==> config.mk <==
export PLATFORM = sky130hd
export DESIGN_NAME = breathe_gen_flat
export DESIGN_NICKNAME = d
export VERILOG_FILES = /design/src/rtl/breathe_pkg.sv /design/src/rtl/breathe_gen_if.sv /design/src/rtl/tick_gen.sv /design/src/rtl/breathe_gen.sv /design/src/flat_wrapper.sv
export SDC_FILE = /design/constraint.sdc
export NUM_CORES = 1
export LEC_CHECK = 0
export CAP_MARGIN = 5
export CORE_MARGIN = 10
export CORE_UTILIZATION = 52
export CTS_CLUSTER_SIZE = 16
export DETAILED_ROUTE_END_ITERATION = 16
export PLACE_DENSITY = 0.8
export SETUP_SLACK_MARGIN = 0.1
export SYNTH_ARGS = -nofsm -noshare
export SYNTH_HDL_FRONTEND = slang
export SYNTH_HIERARCHICAL = 1
export SYNTH_SLANG_ARGS = --single-unit
==> constraint.sdc <==
create_clock -name clk -period 5 [get_ports clk]
set_clock_uncertainty 0.05 [all_clocks]
set_input_delay 1 -clock clk [delete_from_list [all_inputs] [get_ports clk]]
set_output_delay 1 -clock clk [all_outputs]
set_load 0.02 [all_outputs]
==> src/rtl/breathe_pkg.sv <==
// Shared types and helpers for the breathe_gen envelope generator.
// The gamma map is only used when the block is built with GAMMA_EN defined.
package breathe_pkg;

  typedef enum logic [2:0] {
    StIdle,
    StRise,
    StHoldHi,
    StFall,
    StHoldLo
  } breathe_state_e;

  // All-ones value for a w-bit level; the shift wraps to 0 for w=32, giving all ones.
  function automatic logic [31:0] max_level(input int unsigned w);
    return (32'd1 << w) - 32'd1;
  endfunction

  // (l*(l+1)) >> w, with a product twice as wide as the level.
  function automatic logic [31:0] gamma_map(input logic [31:0] lvl, input int unsigned w);
    logic [63:0] prod;
    prod = 64'(lvl) * (64'(lvl) + 64'd1);
    return 32'(prod >> w);
  endfunction

endpackage

==> src/rtl/breathe_gen_if.sv <==
// Control/output bundle between breathe_gen (master) and its pwm-side consumer (slave).
interface breathe_gen_if #(
  parameter int unsigned CTR_LEN = 8
);
  logic               en;
  logic [CTR_LEN-1:0] value;
  logic               rising;
  logic               cycle_done;

  modport master (input en, output value, output rising, output cycle_done);
  modport slave  (output en, input value, input rising, input cycle_done);
endinterface

==> src/rtl/tick_gen.sv <==
// STEP_DIV prescaler: one-cycle tick every STEP_DIV clocks while clear is low.
module tick_gen #(
  parameter int unsigned STEP_DIV = 65536
) (
  input  logic clk,
  input  logic rst,
  input  logic clear,
  output logic tick
);

  localparam int unsigned CntW = (STEP_DIV > 1) ? $clog2(STEP_DIV) : 1;
  localparam logic [CntW-1:0] CntLast = CntW'(STEP_DIV - 1);

  logic [CntW-1:0] cnt_q, cnt_d;

  always_comb begin
    cnt_d = cnt_q;
    tick  = 1'b0;
    if (clear) begin
      cnt_d = '0;
    end else if (cnt_q == CntLast) begin
      tick  = 1'b1;
      cnt_d = '0;
    end else begin
      cnt_d = cnt_q + CntW'(1);
    end
  end

  always_ff @(posedge clk) begin
    if (rst) begin
      cnt_q <= '0;
    end else begin
      cnt_q <= cnt_d;
    end
  end

endmodule

==> src/rtl/breathe_gen.sv <==
// Breathing brightness envelope for the pwm compare input: ramp up, hold, ramp down, hold.
// Define GAMMA_EN to pass the level through the (l*(l+1))>>CTR_LEN gamma map.
module breathe_gen
  import breathe_pkg::*;
#(
  parameter int unsigned CTR_LEN    = 8,
  parameter int unsigned STEP_DIV   = 65536,
  parameter int unsigned HOLD_STEPS = 64
) (
  input logic          clk,
  input logic          rst,
  breathe_gen_if.master bus
);

  localparam logic [CTR_LEN-1:0] LevelMax = CTR_LEN'(max_level(CTR_LEN));
  localparam int unsigned HoldW = (HOLD_STEPS > 1) ? $clog2(HOLD_STEPS) : 1;
  localparam logic [HoldW-1:0] HoldLast = HoldW'((HOLD_STEPS > 0) ? HOLD_STEPS - 1 : 0);

  breathe_state_e     state_q, state_d;
  logic [CTR_LEN-1:0] level_q, level_d;
  logic [HoldW-1:0]   hold_q, hold_d;
  logic [CTR_LEN-1:0] value_q, value_d;
  logic               rising_q, done_q, done_d;
  logic               en, tick;

  assign en = bus.en;

  tick_gen #(
    .STEP_DIV(STEP_DIV)
  ) u_tick_gen (
    .clk  (clk),
    .rst  (rst),
    .clear(state_q == StIdle || !en),
    .tick (tick)
  );

  always_comb begin
    state_d = state_q;
    level_d = level_q;
    hold_d  = hold_q;
    done_d  = 1'b0;
    if (!en) begin
      // Dropping enable abandons the envelope immediately, no ramp-down.
      state_d = StIdle;
      level_d = '0;
      hold_d  = '0;
    end else begin
      unique case (state_q)
        StIdle: state_d = StRise;
        StRise: begin
          if (tick) begin
            if (level_q != LevelMax) begin
              level_d = level_q + CTR_LEN'(1);
            end else begin
              state_d = (HOLD_STEPS > 0) ? StHoldHi : StFall;
            end
          end
        end
        StHoldHi, StHoldLo: begin
          if (tick) begin
            if (hold_q == HoldLast) begin
              hold_d  = '0;
              state_d = (state_q == StHoldHi) ? StFall : StRise;
              done_d  = (state_q == StHoldLo);
            end else begin
              hold_d = hold_q + HoldW'(1);
            end
          end
        end
        StFall: begin
          if (tick) begin
            if (level_q != '0) begin
              level_d = level_q - CTR_LEN'(1);
            end else if (HOLD_STEPS > 0) begin
              state_d = StHoldLo;
            end else begin
              state_d = StRise;
              done_d  = 1'b1;
            end
          end
        end
        default: state_d = StIdle;
      endcase
    end
  end

  always_comb begin
`ifdef GAMMA_EN
    value_d = CTR_LEN'(gamma_map(32'(level_q), CTR_LEN));
`else
    value_d = level_q;
`endif
  end

  always_ff @(posedge clk) begin
    if (rst) begin
      state_q  <= StIdle;
      level_q  <= '0;
      hold_q   <= '0;
      value_q  <= '0;
      rising_q <= 1'b0;
      done_q   <= 1'b0;
    end else begin
      state_q  <= state_d;
      level_q  <= level_d;
      hold_q   <= hold_d;
      value_q  <= value_d;
      rising_q <= (state_q == StRise) || (state_q == StHoldHi);
      done_q   <= done_d;
    end
  end

  assign bus.value      = value_q;
  assign bus.rising     = rising_q;
  assign bus.cycle_done = done_q;

endmodule
==> src/flat_wrapper.sv <==
// flat-port wrapper written by rule: the top's interface ports become plain ports
module breathe_gen_flat import breathe_pkg::*;
#(
  parameter int unsigned CTR_LEN    = 8,
  parameter int unsigned STEP_DIV   = 65536,
  parameter int unsigned HOLD_STEPS = 64
)
  (clk, rst, bus_en, bus_value, bus_rising, bus_cycle_done);
  breathe_gen_if #(.CTR_LEN(CTR_LEN)) bus_i ();
  input logic clk;
  input logic rst;
  input wire logic [$bits(bus_i.en)-1:0] bus_en;
  output wire logic [$bits(bus_i.value)-1:0] bus_value;
  output wire logic [$bits(bus_i.rising)-1:0] bus_rising;
  output wire logic [$bits(bus_i.cycle_done)-1:0] bus_cycle_done;
  assign bus_i.en = bus_en;
  assign bus_value = bus_i.value;
  assign bus_rising = bus_i.rising;
  assign bus_cycle_done = bus_i.cycle_done;
  breathe_gen #(.CTR_LEN(CTR_LEN), .STEP_DIV(STEP_DIV), .HOLD_STEPS(HOLD_STEPS)) u_core (.clk(clk), .rst(rst), .bus(bus_i));
endmodule
==> results of run 1 <==
## cells in the final DEF (no fill, tap or decap), types with 4 or more instances in the layout
cell,synthesis,layout
a211oi_1,4,4
a21oi_1,4,4
clkbuf_8,0,6
clkdlybuf4s50_1,0,12
dfxtp_1,43,43
inv_1,6,6
mux2i_1,7,7
nand2_1,15,15
nand2b_1,10,10
nand3_1,14,14
nand4_1,6,6
nor2_1,28,28
nor2b_1,9,9
nor3_1,12,12
o21ai_0,4,4
xnor2_1,16,16
xor2_1,5,5
## worst min-delay path, stage by stage (launching register included)
cell     delay [ps]
dfxtp_1         330
o21ai_0          70
a21oi_1          60
## synthesized netlist by cell type (2+ instances only)
| cell | instances |
|---|---|
| nand2_1 | 15 |
| dfxtp_1 | 43 |
| inv_1 | 6 |
| or4_1 | 3 |
| nor2_1 | 28 |
| xor2_1 | 5 |
| buf_2 | 3 |
| o21ai_0 | 4 |
| a21oi_1 | 4 |
| nand3_1 | 14 |
| ha_1 | 3 |
| nand4_1 | 6 |
| a211oi_2 | 2 |
| nor2b_1 | 9 |
| nor3_1 | 12 |
| a211oi_1 | 4 |
| and3_1 | 3 |
| nor3b_1 | 2 |
| clkbuf_1 | 7 |
| mux2i_1 | 7 |
| xnor2_1 | 16 |
| nor4_2 | 3 |
| and4_1 | 3 |
| nand2b_1 | 10 |
| or3_1 | 2 |
## per-layer routing
metal,routed length [um],vias to the layer above,global-route usage (%)
li1,-,865,-
met1,1950,782,13.7
met3,200,5,4.06
met2,1860,26,18.6
met5,0,-,0
met4,62,0,5.39
## cell type report
type                       instances  share of cell area, %
multi-input combinational        180                   50.4
sequential                        43                   35.8
timing repair buffer              13                   5.31
clock buffer                       6                   3.44
tap                               50                   2.60
clock inverter                     2                   1.46
inverter                           6                  0.937
## report_power, final
part / total, uW / switching, uW / internal [uW]
clock: 277 / 116 / 162
combinational: 34.1 / 20.6 / 13.5
sequential: 350 / 5.51 / 345
## worst min path at each step
| stage | end | cells past startpoint | slack [ps] |
|---|---|---|---|
| 3_3_place_gp | u_core/u_tick_gen/cnt_q[0]$_SDFF_PP0_ | 1 | 430 |
| 3_5_place_dp | u_core/u_tick_gen/cnt_q[0]$_SDFF_PP0_ | 1 | 450 |
| 6_report | u_core/hold_q[1]$_SDFFE_PP0P_ | 2 | 460 |
| 2_1_floorplan | u_core/u_tick_gen/cnt_q[0]$_SDFF_PP0_ | 1 | 400 |
| 5_1_grt | u_core/hold_q[1]$_SDFFE_PP0P_ | 2 | 490 |
| 4_1_cts | u_core/hold_q[1]$_SDFFE_PP0P_ | 2 | 460 |
## through the flow
| stage | power (uW) | utilization, % | std cells | setup WS (ps) |
|---|---|---|---|---|
| 6_report | 661 | 60.1 | 300 | 2370 |
| 5_1_grt | 687 | 60.1 | 300 | 2270 |
| 4_1_cts | 667 | 60.1 | 300 | 2380 |
| 3_5_place_dp | 392 | 57.1 | 292 | 2070 |
| 3_3_place_gp | 391 | 57.1 | 292 | 2110 |
| 2_1_floorplan | 384 | - | 242 | 2690 |
## sequential cells by signal, indices dropped and copies added (netlist names)
register / cells
u_core/bus.cycle_done: 1
u_core/bus.rising: 1
u_core/bus.value: 8
u_core/hold_q: 6
u_core/level_q: 8
u_core/state_q: 3
u_core/u_tick_gen/cnt_q: 16
## logic make-up (layout without fill, tap and decap cells)
kind of cell    after synthesis  after routing  share of synthesized area, %
fa+ha+maj                     3              3                          1.74
compound gates               26             26                          9.21
flops                        43             43                          39.9
simple gates                122            122                          32.9
buf+inv                      19             27                          4.00
mux                           8              8                          3.77
xor+xnor                     21             21                          8.52
==> summary.txt, run 1 <==
Setup path
  • Max incr delay on CP: 500 ps
  • Stages on worst setup path: 7
  • FF-to-FF Start: u_core/u_tick_gen/cnt_q[0]$_SDFF_PP0_
  • CP Launch Point: bus_en
  • Critical Path AT: 2770 ps
  • WP buf/inv: 1
  • Crit path launch type: input pin
  • WS Path Type: in -> reg
  • Reg2Reg Depth: 8
  • Max FO, Critical Path: 5
  • Reg-to-reg endpoint: u_core/state_q[2]$_SDFFE_PP0P_
  • Worst setup EP type: flop
  • Critical path, cell by cell: clkdlybuf4s50_1 > nand2b_1 > and3b_1 > and2_1 > a211oi_1 > a2bb2oi_1 > mux2_2
  • CP top delay family: simple AND/OR/NAND/NOR gates
  • Setup slack, reg-to-reg: 2510 ps
  • CP max stage cell: clkdlybuf4s50_1
  • Worst EP required: 5140 ps
  • Crit path to: u_core/state_q[2]$_SDFFE_PP0P_

Detailed routing
  • Post-route ant nets: 0
  • Drt drc: 0
  • DR pass1 iterations: 4
  • Final wirelength: 4.08 mm
  • Vias/cell: 5.59
  • Initial DRC Count: 142
  • WL/cell: 13.6 um
  • Vias: 1678

GRT
  • Vias in the first global route: 1599
  • Gr usage total: 11.7%
  • Initial antenna violation count: 0
  • Largest net degree at the start of global routing: 18
  • Gr ovfl total: 0
  • First-pass GRT wire length: 7.07 mm

Synth
  • Yosys top cell area share: 39.9%
  • Top cell type by total area after synthesis: dfxtp_1
  • Post-synth EDFFs: 0
  • Prevailing post-synth register cell: dfxtp_1
  • Avg Inst Size Synth: 8.92 um2
  • Mapped Area: 0.00216 mm2
  • Warning count from the yosys run: 6
  • Gate Count Post-Synth: 242
  • Synth unique cells: 53
  • Syn Nets: 248
  • #FFs+latches synth: 43
  • Async S/R FF share, synth: 0%
  • Main area contributors after synthesis: dfxtp_1, xnor2_1, nor2_1
  • Seq/Total Area, Yosys: 39.9%

Die
  • Die width: 84.4 um
  • Die height: 84.4 um
  • Die Footprint: 0.00713 mm2
  • Ports: 13
  • Site Rows: 23
  • Initial core utilization: 54.0%
  • Core Area: 0.00400 mm2

Timing
  • Tcrit/Tclk final: 52.6%
  • RSZ-0062 raised after global routing: no
  • Minimum clock period after layout: 2630 ps
  • Finish-stage setup viols: 0
  • Sum of negative setup slack: 0 ps
  • Slew @ Worst Pin: 776 ps
  • Final hold slack: 457 ps
  • Final Hold Vio Count: 0
  • Max Slew Vio Count: 0
  • Fmax: 380 MHz
  • Max_slew headroom: 48.0%

Clocking
  • Root Buffer: clkbuf_8
  • Setup bufs post-CTS: 0
  • # resized after CTS: 0
  • TritonCTS clock tree: done
  • Clock Tree Buf Depth: 2
  • Post-CTS Hold Fix Bufs: 0
  • Clk pin slew, worst setup/hold paths: 80 ps
  • CTS Sinks: 43
  • Clock latency on the worst-skew pair: 290 ps
  • H-tree level count: 2
  • CTS Buf Count: 5

Final layout
  • Share of cells above drive strength 1: 8.40%
  • Layout net count: 255
  • Fill cells: 340
  • Final instance area: 0.00240 mm2
  • Multi-input logic area: 0.00121 mm2
  • Register area: 861 um2
  • Ant diodes: 0
  • Area grow syn2layout: 11.3%

Place
  • IO buf count: 12
  • Placed cell areas: 0.00229 mm2
  • HPWL Detailed: 2.84 mm
  • Gp weighted congestion: 0.788

Min path
  • Hold Crit Class: reg -> reg
  • HP Start: u_core/hold_q[1]$_SDFFE_PP0P_

Job
  • Maximum capacitance violations: 0

Power and ir drop
  • Leak: 0.000771 uW
  • Pwr per Cell Area: 275 mW/mm2
  • Maximum vdd drop: 0.125 mV

Run status
  • Status: complete, no violations
No activity file was read; power rests on OpenSTA's default activity.
==> run 2: changes to the inputs <==
Clock period 5 ns to 2.8 ns, I/O delays scaled along.
==> run 2 against run 1 <==
Die area did not move. Critical path depth did not move. Clock power rose by 78%. Cell count rose by 0.33%. First-iteration DRC count fell by 31%. Design area rose by 0.31%. Utilization rose by 0.19 points. Flip-flop and latch count did not move. Register-to-register slack got worse by 2100 ps. Worst hold slack got worse by 3.4 ps. Sequential power rose by 79%. Sequential share of layout area fell by 0.11 points. Critical endpoint is now u_core/level_q[6]$_SDFFE_PP0P_. Largest cell class unchanged. Largest power group unchanged.
==> summary.txt, run 2 (synthesis gave the netlist of run 1 again) <==
Run status
  • Status: complete, no violations (unchanged)

Detailed routing
  • WL/cell: 13.5 um (was 13.6 um)
  • Vias: 1698 (was 1678)
  • DR pass1 iterations: 4 (unchanged)
  • Vias/cell: 5.64 (was 5.59)
  • Final wirelength: 4.06 mm (was 4.08 mm)
  • Drt drc: 0 (unchanged)
  • Initial DRC Count: 98 (was 142)
  • Post-route ant nets: 0 (unchanged)

Power and ir drop
  • Leak: 0.000775 uW (was 0.000771 uW)
  • Maximum vdd drop: 0.288 mV (was 0.125 mV)
  • Pwr per Cell Area: 490 mW/mm2 (was 275 mW/mm2)

Clocking
  • # resized after CTS: 0 (unchanged)
  • Setup bufs post-CTS: 0 (unchanged)
  • Post-CTS Hold Fix Bufs: 0 (unchanged)
  • CTS Buf Count: 5 (unchanged)
  • TritonCTS clock tree: done (unchanged)
  • Clock Tree Buf Depth: 2 (unchanged)
  • Clk pin slew, worst setup/hold paths: 80 ps (about the same)
  • CTS Sinks: 43 (unchanged)
  • H-tree level count: 2 (unchanged)
  • Root Buffer: clkbuf_8 (unchanged)
  • Clock latency on the worst-skew pair: 290 ps (about the same)

Die
  • Die height: 84.4 um (unchanged)
  • Die width: 84.4 um (unchanged)
  • Initial core utilization: 54.0% (unchanged)
  • Die Footprint: 0.00713 mm2 (unchanged)
  • Core Area: 0.00400 mm2 (unchanged)
  • Site Rows: 23 (unchanged)
  • Ports: 13 (unchanged)

GRT
  • M3 GR Usage: 3.96% (was 4.06%)
  • Largest net degree at the start of global routing: 18 (unchanged)
  • Gr ovfl total: 0 (unchanged)
  • Most Crowded Layer GR: met2 (unchanged)
  • Vias in the first global route: 1570 (was 1599)
  • Gr usage total: 11.6% (was 11.7%)
  • First-pass GRT wire length: 7.08 mm (was 7.07 mm)
  • Initial antenna violation count: 0 (unchanged)
  • GRT met2 Usage: 17.6% (was 18.6%)
  • Met1 usage: 14.5% (was 13.7%)

Timing
  • Slew @ Worst Pin: 790 ps (was 776 ps)
  • Max_slew headroom: 47.0% (was 48.0%)
  • Fmax: 410 MHz
  • Tcrit/Tclk final: 87.0%
  • Minimum clock period after layout: 2440 ps
  • Finish-stage setup viols: 0 (unchanged)
  • Final Hold Vio Count: 0 (unchanged)
  • Sum of negative setup slack: 0 ps (unchanged)
  • RSZ-0062 raised after global routing: no (unchanged)
  • Max Slew Vio Count: 0 (unchanged)

Setup path
  • Max incr delay on CP: 630 ps (was 500 ps)
  • CP max stage cell: dfxtp_1 (was clkdlybuf4s50_1)
  • CP Launch Point: u_core/state_q[1]$_SDFFE_PP0P_ (was bus_en)
  • Max FO, Critical Path: 13 (was 5)
  • FF-to-FF Start: u_core/state_q[1]$_SDFFE_PP0P_ (was u_core/u_tick_gen/cnt_q[0]$_SDFF_PP0_)
  • Crit path launch type: flop (was input pin)
  • Critical Path AT: 2590 ps (was 2770 ps)
  • Worst EP required: 2960 ps (was 5140 ps)
  • Worst setup EP type: flop (unchanged)
  • Critical path, cell by cell: nand3b_4 > xnor2_1 > ha_1 > nor4bb_1 > nand3_1 > a211oi_1 > mux2i_1 (was clkdlybuf4s50_1 > nand2b_1 > and3b_1 > and2_1 > a211oi_1 > a2bb2oi_1 > mux2_2)
  • Crit path to: u_core/level_q[6]$_SDFFE_PP0P_ (was u_core/state_q[2]$_SDFFE_PP0P_)
  • Reg-to-reg endpoint: u_core/level_q[6]$_SDFFE_PP0P_ (was u_core/state_q[2]$_SDFFE_PP0P_)
  • WS Path Type: reg -> reg (was in -> reg)
  • Reg2Reg Depth: 7 (was 8)
  • Setup slack, reg-to-reg: 360 ps (was 2510 ps)

Min path
  • Depth of the worst hold-timing path: 1 (was 2)
  • Hold Crit Class: reg -> reg (unchanged)
  • HP Start: u_core/u_tick_gen/cnt_q[0]$_SDFF_PP0_ (was u_core/hold_q[1]$_SDFFE_PP0P_)

Final layout
  • Commonest non-fill, non-tap cells in the layout: dfxtp_1, nor2_1, xnor2_1 (unchanged)
  • Area grow syn2layout: 11.6% (was 11.3%)
  • Largest register FFs: 16 (unchanged)
  • Ant diodes: 0 (unchanged)
  • Commonest non-fill, non-tap cell in the layout: dfxtp_1 (unchanged)
  • Top reg by flops: u_core/u_tick_gen/cnt_q (unchanged)
  • Share of cells above drive strength 1: 8.76% (was 8.40%)
  • Layout net count: 256 (was 255)
  • Final instance area: 0.00241 mm2 (was 0.00240 mm2)
  • Fill cells: 352 (was 340)

Place
  • Gp weighted congestion: 0.793 (was 0.788)
  • IO buf count: 12 (unchanged)
  • HPWL Detailed: 2.77 mm (was 2.84 mm)
  • Placed cell areas: 0.00229 mm2 (about the same)

Job
  • Maximum capacitance violations: 0 (unchanged)
run 2: cell types whose count changed in the layout (fill, tap and decap cells not counted), sizes merged:
| cell | delta |
|---|---|
| buf | +1 |
run 2: critical path: cells and delay by family, from the launching register on:
family	cells	cell delay (ps)
and+or+nand+nor	3	690
xor gates and xnor gates	1	170
DFF	1	630
adders and majority gates	1	250
AOI/OAI and AO/OA	1	270
muxes	1	290
run 2: stage by stage:
step	setup slack (ps)	hold slack, ps	power [uW]	utilization (%)	instances
global placement	346	426	700	57.3	293
detailed placement	325	435	701	57.3	293
floorplan	644	403	686	-	242
CTS	399	456	1200	60.3	301
finish	364	454	1180	60.3	301
global route	183	499	1230	60.3	301
run 2: layout make-up:
cell class	instances	area (um2)	share of cell area [%]
Multi-Input combinational cell	180	1210	50.3
Sequential cell	43	861	35.7
Timing Repair Buffer	14	135	5.60
Clock buffer	6	82.6	3.43
Tap cell	50	62.6	2.59
Clock inverter	2	35.0	1.45
Inverter	6	22.5	0.934
run 2: worst min path at each step:
stage	endpoint	slack [ps]
floorplan	u_core/u_tick_gen/cnt_q[0]$_SDFF_PP0_	400
global placement	u_core/u_tick_gen/cnt_q[0]$_SDFF_PP0_	430
detailed placement	u_core/u_tick_gen/cnt_q[0]$_SDFF_PP0_	440
CTS	u_core/u_tick_gen/cnt_q[0]$_SDFF_PP0_	460
global route	u_core/bus.value[7]$_SDFF_PP0_	500
finish	u_core/u_tick_gen/cnt_q[0]$_SDFF_PP0_	450
run 2: per-layer routing:
metal,up-vias,part of all wire [%]
met2,36,46
li1,868,-
met1,787,47
met5,-,0
met4,0,2.1
met3,7,5.3
run 2: report_power, final:
group | internal [uW] | switching (uW)
clock network | 288 | 205
logic | 25.0 | 36.6
registers | 615 | 10.3
total | 929 | 252
==> run 3: changes to the inputs <==
Settings changed: ABC_AREA set to 1.
==> run 3 against run 2 <==
Combinational power grew to 4.3 times the previous value. Utilization is 1.3 points lower. Largest power group unchanged. Largest cell class unchanged. Fmax is 13% higher.
==> summary.txt, run 3 <==
Die
  • Die width: 86.9 um (was 84.4 um)
  • Ports: 13 (unchanged)
  • Core Area: 0.00435 mm2 (was 0.00400 mm2)
  • Site Rows: 24 (was 23)
  • Initial core utilization: 53.5% (was 54.0%)
  • Die Footprint: 0.00756 mm2 (was 0.00713 mm2)
  • Die height: 86.9 um (was 84.4 um)

Clocking
  • H-tree level count: 2 (unchanged)
  • CTS Sinks: 43 (unchanged)
  • Post-CTS Hold Fix Bufs: 0 (unchanged)
  • Root Buffer: clkbuf_8 (unchanged)
  • Clock latency on the worst-skew pair: 290 ps (about the same)
  • CTS Buf Count: 5 (unchanged)
  • # resized after CTS: 0 (unchanged)
  • Clock Tree Buf Depth: 2 (unchanged)
  • TritonCTS clock tree: done (unchanged)
  • Clk pin slew, worst setup/hold paths: 80 ps (about the same)
  • Setup bufs post-CTS: 0 (unchanged)

GRT
  • Met1 usage: 14.1% (was 14.5%)
  • Gr usage total: 12.7% (was 11.6%)
  • Largest net degree at the start of global routing: 17 (was 18)
  • Initial antenna violation count: 0 (unchanged)
  • Vias in the first global route: 1929 (was 1570)
  • M3 GR Usage: 3.56% (was 3.96%)
  • GRT met2 Usage: 22.7% (was 17.6%)
  • Gr ovfl total: 0 (unchanged)
  • Most Crowded Layer GR: met2 (unchanged)
  • First-pass GRT wire length: 8.13 mm (was 7.08 mm)

Timing
  • Slew @ Worst Pin: 536 ps (was 790 ps)
  • Max_slew headroom: 64.2% (was 47.0%)
  • Fmax: 463 MHz (was 410 MHz)
  • Sum of negative setup slack: 0 ps (unchanged)
  • Final hold slack: 430 ps (was 454 ps)
  • Tcrit/Tclk final: 77.1% (was 87.0%)
  • Minimum clock period after layout: 2160 ps (was 2440 ps)
  • Max Slew Vio Count: 0 (unchanged)
  • Finish-stage setup viols: 0 (unchanged)
  • RSZ-0062 raised after global routing: no (unchanged)
  • Final Hold Vio Count: 0 (unchanged)

Synth
  • Synth unique cells: 34 (was 53)
  • Top-count cell post-synth: nand2_1 (was dfxtp_1)
  • Yosys top cell area share: 36.9% (was 39.9%)
  • Seq/Total Area, Yosys: 36.9% (was 39.9%)
  • Post-synth EDFFs: 0 (unchanged)
  • Top cell type by total area after synthesis: dfxtp_1 (unchanged)
  • Async S/R FF share, synth: 0% (unchanged)
  • Gate Count Post-Synth: 327 (was 242)
  • Commonest cells post-synth: nand2_1, inv_1, dfxtp_1 (was dfxtp_1, nor2_1, xnor2_1)
  • Prevailing post-synth register cell: dfxtp_1 (unchanged)
  • #FFs+latches synth: 43 (unchanged)
  • Syn Nets: 333 (was 248)
  • Avg Inst Size Synth: 7.12 um2 (was 8.92 um2)
  • Main area contributors after synthesis: dfxtp_1, nand2_1, inv_1 (was dfxtp_1, xnor2_1, nor2_1)
  • Warning count from the yosys run: 6 (unchanged)
  • Mapped Area: 0.00233 mm2 (was 0.00216 mm2)

Setup path
  • Crit path launch type: flop (unchanged)
  • Max FO, Critical Path: 12 (was 13)
  • WS Path Type: reg -> reg (unchanged)
  • Worst setup EP type: flop (unchanged)
  • Critical Path AT: 2310 ps (was 2590 ps)
  • Worst EP required: 2950 ps (was 2960 ps)

Detailed routing
  • Vias: 2023 (was 1698)
  • Initial DRC Count: 80 (was 98)
  • Post-route ant nets: 0 (unchanged)
  • Final wirelength: 4.57 mm (was 4.06 mm)
  • Vias/cell: 5.12 (was 5.64)
  • WL/cell: 11.6 um (was 13.5 um)
  • DR pass1 iterations: 4 (unchanged)
  • Drt drc: 0 (unchanged)

Power and ir drop
  • Maximum vdd drop: 0.371 mV (was 0.288 mV)
  • Pwr per Cell Area: 536 mW/mm2 (was 490 mW/mm2)
  • Leak: 0.00108 uW (was 0.000775 uW)

Final layout
  • Layout net count: 348 (was 256)
  • Final Util: 59.0% (was 60.3%)
  • Share of cells above drive strength 1: 12.5% (was 8.76%)
  • Area grow syn2layout: 10.3% (was 11.6%)
  • Commonest non-fill, non-tap cells in the layout: nand2_1, inv_1, dfxtp_1 (was dfxtp_1, nor2_1, xnor2_1)
  • Top reg by flops: u_core/u_tick_gen/cnt_q (unchanged)
  • Ant diodes: 0 (unchanged)
  • Largest register FFs: 16 (unchanged)
  • Commonest non-fill, non-tap cell in the layout: nand2_1 (was dfxtp_1)

Run status
  • Status: complete, no violations (unchanged)

Place
  • IO buf count: 12 (unchanged)
  • HPWL Detailed: 3.44 mm (was 2.77 mm)
  • Gp weighted congestion: 0.889 (was 0.793)

Job
  • Maximum capacitance violations: 0 (unchanged)

Min path
  • Hold Crit Class: reg -> reg (unchanged)
-- run 3: cell count changes after synthesis, moves of 10 or more --
| cell | previous run | this run |
|---|---|---|
| a21oi_1 | 4 | 18 |
| inv_1 | 6 | 47 |
| xnor2_1 | 16 | 3 |
| nand2_1 | 15 | 75 |
| nor3_1 | 12 | 2 |
| nand2b_1 | 10 | 0 |
| nor2_1 | 28 | 42 |
-- run 3: power breakdown --
group | switching (uW) | internal [uW]
Clock | 202 | 225
Sequential | 44.9 | 640
Combinational | 167 | 96.8
Total | 415 | 962
-- run 3: metrics by stage --
step | setup WS (ps) | total power (uW) | instances | area (um2)
6_report | 642 | 1380 | 395 | 2570
3_5_place_dp | 551 | 963 | 387 | 2470
3_3_place_gp | 616 | 957 | 387 | 2470
2_1_floorplan | 896 | 926 | 327 | 2330
5_1_grt | 371 | 1460 | 395 | 2570
4_1_cts | 635 | 1390 | 395 | 2570
-- run 3: worst max-delay path, stage by stage, from the launching register on --
cell and delay, ps:
dfxtp_1 400, ha_1 240, nand2_2 90, nor2_4 150
nand4_4 140, nor2_1 260, nor2_1 80, inv_1 90
nand2_2 160, inv_1 200, nand3_1 100, nand2_1 70
inv_1 30
-- run 3: cell families (layout without fill, tap and decap cells) --
kind of cell / after synthesis / after routing / synth area share (%)
flops: 43 / 43 / 36.9
compound gates: 39 / 39 / 9.99
simple gates: 181 / 181 / 38.5
xor+xnor: 7 / 7 / 2.63
fa+ha+maj: 3 / 3 / 1.61
buf+inv: 54 / 70 / 10.4
-- run 3: layout make-up --
| cell class | instances | area [um2] |
|---|---|---|
| Multi-Input combinational cell | 230 | 1230 |
| Timing Repair Buffer | 14 | 135 |
| Tap cell | 52 | 65.1 |
| Fill cell | 398 | 1790 |
| Inverter | 48 | 180 |
| Sequential cell | 43 | 861 |
| Clock buffer | 8 | 100 |
-- run 3: final timing paths --
path	start	end	slack, ps	cells past startpoint
max reg2reg	u_core/u_tick_gen/cnt_q[0]$_SDFF_PP0_	u_core/level_q[7]$_SDFFE_PP0P_	640	12
min reg2reg	u_core/u_tick_gen/cnt_q[0]$_SDFF_PP0_	u_core/u_tick_gen/cnt_q[0]$_SDFF_PP0_	430	1
min	u_core/u_tick_gen/cnt_q[0]$_SDFF_PP0_	u_core/u_tick_gen/cnt_q[0]$_SDFF_PP0_	430	1
max	u_core/u_tick_gen/cnt_q[0]$_SDFF_PP0_	u_core/level_q[7]$_SDFFE_PP0P_	640	12
-- run 3: routing by layer --
metal	share of wire [%]	up-vias
li1	-	1061
met1	44	932
met2	51	26
met3	3.9	4
met4	0.96	0
met5	0	-
